**src/rtl/button_conditioner_pkg.sv**
```systemverilog
// Shared definitions for the button conditioner.
//   state_t                 - debounce FSM encoding; x == state[1]
//   DEFAULT_DEBOUNCE_CYCLES - 10 ms at the 50 MHz board clock
//   cnt_width()             - debounce counter width, never below 1
package button_conditioner_pkg;

  typedef enum logic [1:0] {
    IDLE_LOW  = 2'b00,
    WAIT_HIGH = 2'b01,
    IDLE_HIGH = 2'b11,
    WAIT_LOW  = 2'b10
  } state_t;

  localparam int DEFAULT_DEBOUNCE_CYCLES = 500000;

  function automatic int cnt_width(input int cycles);
    return (cycles <= 1) ? 1 : $clog2(cycles);
  endfunction

endpackage

```
**src/rtl/button_conditioner_sync.sv**
```systemverilog
// Plain flop chain that brings an asynchronous level into the clk domain.
//   clk   - destination clock
//   reset - async active-high, clears every stage
//   d     - asynchronous input
//   q     - synchronized output (last stage)
module sync_chain #(
  parameter int STAGES = 2
) (
  input  logic clk,
  input  logic reset,
  input  logic d,
  output logic q
);

  logic [STAGES-1:0] ff;

  // No logic between stages so each flop gets a full cycle to resolve.
  always_ff @(posedge clk or posedge reset) begin
    if (reset) ff <= '0;
    else       ff <= {ff[STAGES-2:0], d};
  end

  assign q = ff[STAGES-1];

endmodule

```
**src/rtl/button_conditioner.sv**
```systemverilog
// Synchronizes and debounces a raw button level into a clean level x with
// single-cycle edge strobes.
//   clk     - system clock
//   reset   - async active-high reset
//   btn_raw - raw, bouncy, asynchronous button level
//   x       - debounced level (registered)
//   x_rise  - one-cycle pulse on x 0->1 (registered)
//   x_fall  - one-cycle pulse on x 1->0 (registered)
module button_conditioner
  import button_conditioner_pkg::*;
#(
  parameter int SYNC_STAGES     = 2,
  parameter int DEBOUNCE_CYCLES = DEFAULT_DEBOUNCE_CYCLES
) (
  input  logic clk,
  input  logic reset,
  input  logic btn_raw,
  output logic x,
  output logic x_rise,
  output logic x_fall
);

  localparam int CW = cnt_width(DEBOUNCE_CYCLES);
  localparam logic [CW-1:0] CNT_TERM = CW'(DEBOUNCE_CYCLES - 1);

  logic          s;
  state_t        state, state_n;
  logic [CW-1:0] cnt, cnt_n;
  logic          x_n, rise_n, fall_n;

  sync_chain #(.STAGES(SYNC_STAGES)) u_sync (
    .clk   (clk),
    .reset (reset),
    .d     (btn_raw),
    .q     (s)
  );

  always_ff @(posedge clk or posedge reset) begin
    if (reset) begin
      state  <= IDLE_LOW;
      cnt    <= '0;
      x      <= 1'b0;
      x_rise <= 1'b0;
      x_fall <= 1'b0;
    end else begin
      state  <= state_n;
      cnt    <= cnt_n;
      x      <= x_n;
      x_rise <= rise_n;
      x_fall <= fall_n;
    end
  end

  // The counter only advances in a WAIT state and stops at CNT_TERM, where
  // the change is accepted, so it can never wrap.
  always_comb begin
    state_n = state;
    cnt_n   = cnt;
    x_n     = x;
    rise_n  = 1'b0;
    fall_n  = 1'b0;
    case (state)
      IDLE_LOW: begin
        if (s) begin
          state_n = WAIT_HIGH;
          cnt_n   = '0;
        end
      end
      WAIT_HIGH: begin
        if (!s) begin
          state_n = IDLE_LOW;
        end else if (cnt == CNT_TERM) begin
          state_n = IDLE_HIGH;
          x_n     = 1'b1;
          rise_n  = 1'b1;
        end else begin
          cnt_n = cnt + CW'(1);
        end
      end
      IDLE_HIGH: begin
        if (!s) begin
          state_n = WAIT_LOW;
          cnt_n   = '0;
        end
      end
      WAIT_LOW: begin
        if (s) begin
          state_n = IDLE_HIGH;
        end else if (cnt == CNT_TERM) begin
          state_n = IDLE_LOW;
          x_n     = 1'b0;
          fall_n  = 1'b1;
        end else begin
          cnt_n = cnt + CW'(1);
        end
      end
      // Corrupted state register: fall back to a known-low idle, no strobe.
      default: begin
        state_n = IDLE_LOW;
        cnt_n   = '0;
        x_n     = 1'b0;
      end
    endcase
  end

endmodule

```
**config.mk**
```make
export PLATFORM = sky130hd
export DESIGN_NAME = button_conditioner
export DESIGN_NICKNAME = d
export VERILOG_FILES = /design/src/rtl/button_conditioner_pkg.sv /design/src/rtl/button_conditioner_sync.sv /design/src/rtl/button_conditioner.sv
export SDC_FILE = /design/constraint.sdc
export NUM_CORES = 1
export LEC_CHECK = 0
export BUFFER_PORTS_ARGS = -buffer_cell sky130_fd_sc_hd__buf_2
export CORE_MARGIN = 1.5
export CORE_UTILIZATION = 54
export DETAILED_ROUTE_END_ITERATION = 6
export PLACE_DENSITY = 0.74
export SKIP_CTS_REPAIR_TIMING = 1
export SLEW_MARGIN = 20
export SYNTH_ARGS = -nofsm -noshare
export SYNTH_HDL_FRONTEND = slang
export SYNTH_SLANG_ARGS = --single-unit
```
**constraint.sdc**
```tcl
create_clock -name clk -period 2.3 [get_ports clk]
set_input_delay 0.345 -clock clk [delete_from_list [all_inputs] [get_ports clk]]
set_output_delay 0.345 -clock clk [all_outputs]
set_load 0.03 [all_outputs]
```
# Word-level counts from Yosys, hierarchy flattened
# Cells that the tools add are included.
[totals]
in_bits = 3
wordCells = 47
output_inout_bits = 3
regBits = 26
[op_classes]
n_mux = 23
n_eq_ne = 12
addsub = 1
n_reduce_logical = 5
[ops]
columns = ["operator", "count"]
rows = [
  ["$mux 19", 5],
  ["$pmux 19 s4", 1],
  ["$add 19x1->19 const B", 1],
  ["$eq 19x19->1 const B", 1],
  ["$mux 2", 6],
  ["$mux 1", 9],
  ["$ne 2x2->1 const B", 4],
  ["$pmux 2 s4", 1],
  ["$reduce_and 4->1", 2],
  ["$reduce_and 5->1", 1],
  ["$eq 2x2->1 const B", 2],
  ["$ne 2x1->1 const B", 2],
  ["$ne 3x2->1 const B", 1],
  ["$ne 3x3->1 const B", 1],
  ["$eq 2x1->1 const B", 1],
  ["$logic_not 2->1", 1],
  ["$pmux 1 s2", 1],
  ["$reduce_bool 2->1", 1],
]

# Logic depth before layout (Yosys ltp)
[depth]
ltp_word = 4
ltp_mapped = 8
ltp_nobuf = 7

# Hierarchy
# From an unflattened synthesis, not the netlist that was laid out.
[unflattened]
hier_cells = 195
area_unflattened_um2 = 1687.9
[modules_own_cells]
columns = ["module", "seq_area_each_um2", "area_each_um2", "cells_each", "n_inst"]
rows = [
  ["button_conditioner", 600.6, 1634.1, 192, 1],
  ["sync_chain", 50.0, 53.8, 3, 1],
]

# Worst setup path before layout
# Ideal clock, no wire load.
[synth_path]
path_type = "reg2reg"
from = "register state[0]"
to = "register cnt[17]"
path_slack_ps = 109
stages_incl_launch_ff = 8
arrival_ps = 2061
setup_ps = 130
required_time_ps = 2170
n_path_buf = 0
cell_sequence = "dfrtp_1 -> inv_1 -> ha_1 -> or3_1 -> a2111o_1 -> nor4_2 -> xnor2_1 -> nor2_2"
[synth_via]
elab_chain_len = 3
elab_cells_between_ends = 10
cone_classes = "eq/ne (7); mux (1); reduce/logical (2)"
[synth_rtl]
columns = ["item", "line_no", "text"]
rows = [
  ["start, declared", "button_conditioner.sv:27", "state_t state, state_n;"],
  ["start signal, assigned", "button_conditioner.sv:46", "state <= state_n;"],
  ["$eq 2x2->1, or another cell as far along", "button_conditioner.sv:62", "case (state)"],
  ["$ne 2x2->1 (no source line) or $ne 2x1->1 (tied branches)", "n/a", ""],
  ["$reduce_and 4->1 (no source line)", "n/a", ""],
  ["end signal, assigned", "button_conditioner.sv:47", "cnt <= cnt_n;"],
  ["end, declared", "button_conditioner.sv:28", "logic [CW-1:0] cnt, cnt_n;"],
]
# Parallel ways exist; a longest one is shown, timed or not.
# A chain may end at the register's enable or synchronous reset.

# Worst setup path after layout
# Same ends and word-level chain as after synthesis.

==> summary.md <==
| Metric | Value |
|---|---|
| Status | `finished clean` |
| WP data arrival | `2.52 ns` |
| Top cell type's share of synthesized area | `46.1%` |
| Antenna diode count | `0` |
| First-pass GRT wire length | `4870 µm` |
| Launch point of the worst path | `state[0]` |
| Worst skew pair latency | `0.33 ns` |
| TritonCTS Buffers | `3` |
| Setup_tns | `0 ns` |
| Final setup fails | `0` |
| Synthesized area per cell | `9.46 µm²` |
| Slew headroom | `77.2%` |
| Vias per cell | `6.14` |
| Synth top area cells | `dfrtp_1, nor2_1, nand2_1` |
| Ys flop type | `dfrtp_1` |
| HPWL Detailed | `2060 µm` |
| Finished Layout Cells | `195` |
| Worst Hold Class | `in2async` |
| Number of synthesized flops with an enable pin | `0` |
| Initial Util | `56.9%` |
| Leakage | `0.000705 µW` |
| RSZ-0062 raised after global routing | `yes` |
| Final Core Density | `65.4%` |
| Setup crit end kind | `flip-flop` |
| Syn nets | `157` |
| Crit Path Max Fanout | `8` |
| Synthesized instance count | `149` |
| Period utilization | `99.0%` |
| 1st-pass router iterations | `5` |
| Die Area | `2930 µm²` |
| Layout overhead on the synthesized area | `14.8%` |
| Final wirelength | `3110 µm` |
| WL/cell | `15.9 µm` |
| H-tree Lvls | `1` |
| Total congestion overflow | `0` |
| Hold_ws | `0.0318 ns` |
| CP startpoint kind | `flip-flop` |
| Asr flop ratio synth | `100%` |
| # rows | `18` |
| I/O pin count | `6` |
| Max-slew violations | `0` |
| Post-route ant nets | `0` |
| Clk sink count | `26` |
| Height of the die | `54.1 µm` |
| Final worst setup slack | `0.0232 ns` |
| Clock root cell | `clkbuf_4` |
| Flops & latches, synth | `26` |
| Power Dens Cells | `880 nW/µm²` |
| Placed cells | `188` |
| Placeable Area | `2480 µm²` |
| Syn. warnings | `0` |
| Post-synth cell types | `41` |
| Initial antenna violation count | `0` |
| First DRT Iteration DRCs | `32` |
| Period minus WS final | `2.28 ns` |
| CTS tree | `done` |
| Gpl congestion | `0.821` |
| Reg2reg setup slack | `0.02 ns` |
| Critical path type | `reg2reg` |
| Share of layout cells above drive strength 1 | `20.6%` |
| Width of the die | `54.1 µm` |
| Post-synth top area cell | `dfrtp_1` |
| Clock tree buffer depth | `2` |
| VDD IR max | `0.000766 V` |
| Max-Cap Viols | `0` |
| Total GRT Usage | `23.4%` |
| Sequential share of the synthesized area | `46.1%` |
| Synthesized area | `1410 µm²` |
| CP required | `2.54 ns` |
| Via count | `1198` |
| FF-to-FF Start | `state[0]` |
| Port bufs | `5` |
| Largest net degree at the start of global routing | `27` |
| Net count, final | `175` |
| DRC | `0` |
| Vias in the first global route | `1061` |
| Worst slew pin tran | `0.338 ns` |
| F_max | `439 MHz` |
| Final setup skew | `0.00859 ns` |
| Reg clk slew, reported paths | `0.14 ns` |
| Worst slack at placement | `-0.0311 ns` |
| Hold Fails Final Rpt | `0` |
[final timing paths]
check	to	depth (start not counted)
min in group clk	u_sync.ff[0]	1
max reg2reg	cnt[17]	7
max in group asynchronous	state[0]	3
min	cnt[3]	3
min reg2reg	u_sync.ff[1]	0
max	cnt[17]	7
[layout by cell type (no fill, tap or decap), drive strengths merged, types with 2 or more instances in the layout]
master / n
a41oi: 2
a21o: 2
a211oi: 2
ha: 5
inv: 6
o31ai: 2
xnor2: 3
buf: 17
nor2: 19
nand2b: 2
nand2: 17
a21oi: 7
o41ai: 2
o2bb2ai: 2
and4: 2
or3: 4
clkbuf: 3
xor2: 6
nand3: 8
o21ai: 3
dfrtp: 26
nand4: 5
nor4: 2
[state kept, by name (all words and copies together) (netlist names)]
signal and count:
x_fall 1, cnt 19, x_rise 1, x 1, u_sync.ff 2, state 2
[critical path: stages, from the launching register on]
cell and delay [ns]:
dfrtp_2 0.46, inv_4 0.06, ha_4 0.17, or3b_4 0.40
a2111o_1 0.55, nor4_4 0.32, xnor2_1 0.17, nor2_2 0.05
[logic make-up after synthesis]
| group | count (synthesis) | synth area share [%] |
|---|---|---|
| AO/OA/AOI/OAI | 29 | 14.7 |
| flip-flops | 26 | 46.1 |
| AND/OR/NAND/NOR | 70 | 26.4 |
| XOR/XNOR | 9 | 5.59 |
| adder cells (fa/ha/maj) | 5 | 4.44 |
| buffers and inverters | 10 | 2.66 |
[synth_stat cells, drive strengths merged, types with 2 or more instances]
cell type	instances
nor2	19
o31ai	2
a211oi	2
ha	5
nand4	5
a21oi	7
a21o	2
o2bb2ai	2
nand2b	2
nor4	2
nand3	8
xnor2	3
o41ai	2
inv	6
clkbuf	4
or3	4
dfrtp	26
o21ai	3
and4	2
a41oi	2
xor2	6
nand2	17
[final cells by class]
class | count | area, µm²
clock buffers | 3 | 22.5
inverters | 6 | 25.0
repair buffers | 17 | 115
flip-flops and latches | 26 | 653
well taps | 30 | 37.5
fillers | 201 | 858
multi-input cells | 113 | 766
[through the flow]
stage          instance area, µm²  total power (µW)
3_5_place_dp                 1520              1130
2_1_floorplan                1410               979
4_1_cts                      1540              1330
6_report                     1620              1420
3_3_place_gp                 1520              1100
5_1_grt                      1620              1520
[per-layer routing]
layer	part of all wire (%)	vias up	track usage (%)
met3	4.3	4	3.61
met5	0	-	0
met1	47	579	32.5
met4	0.87	0	10.4
li1	-	581	-
met2	48	34	36.2
[where the power goes]
group | internal (µW) | total [µW] | switching, µW
sequential | 509 | 574 | 65.2
clock | 61.7 | 203 | 141
combinational | 270 | 648 | 378
(Power assumes the default switching activity.)
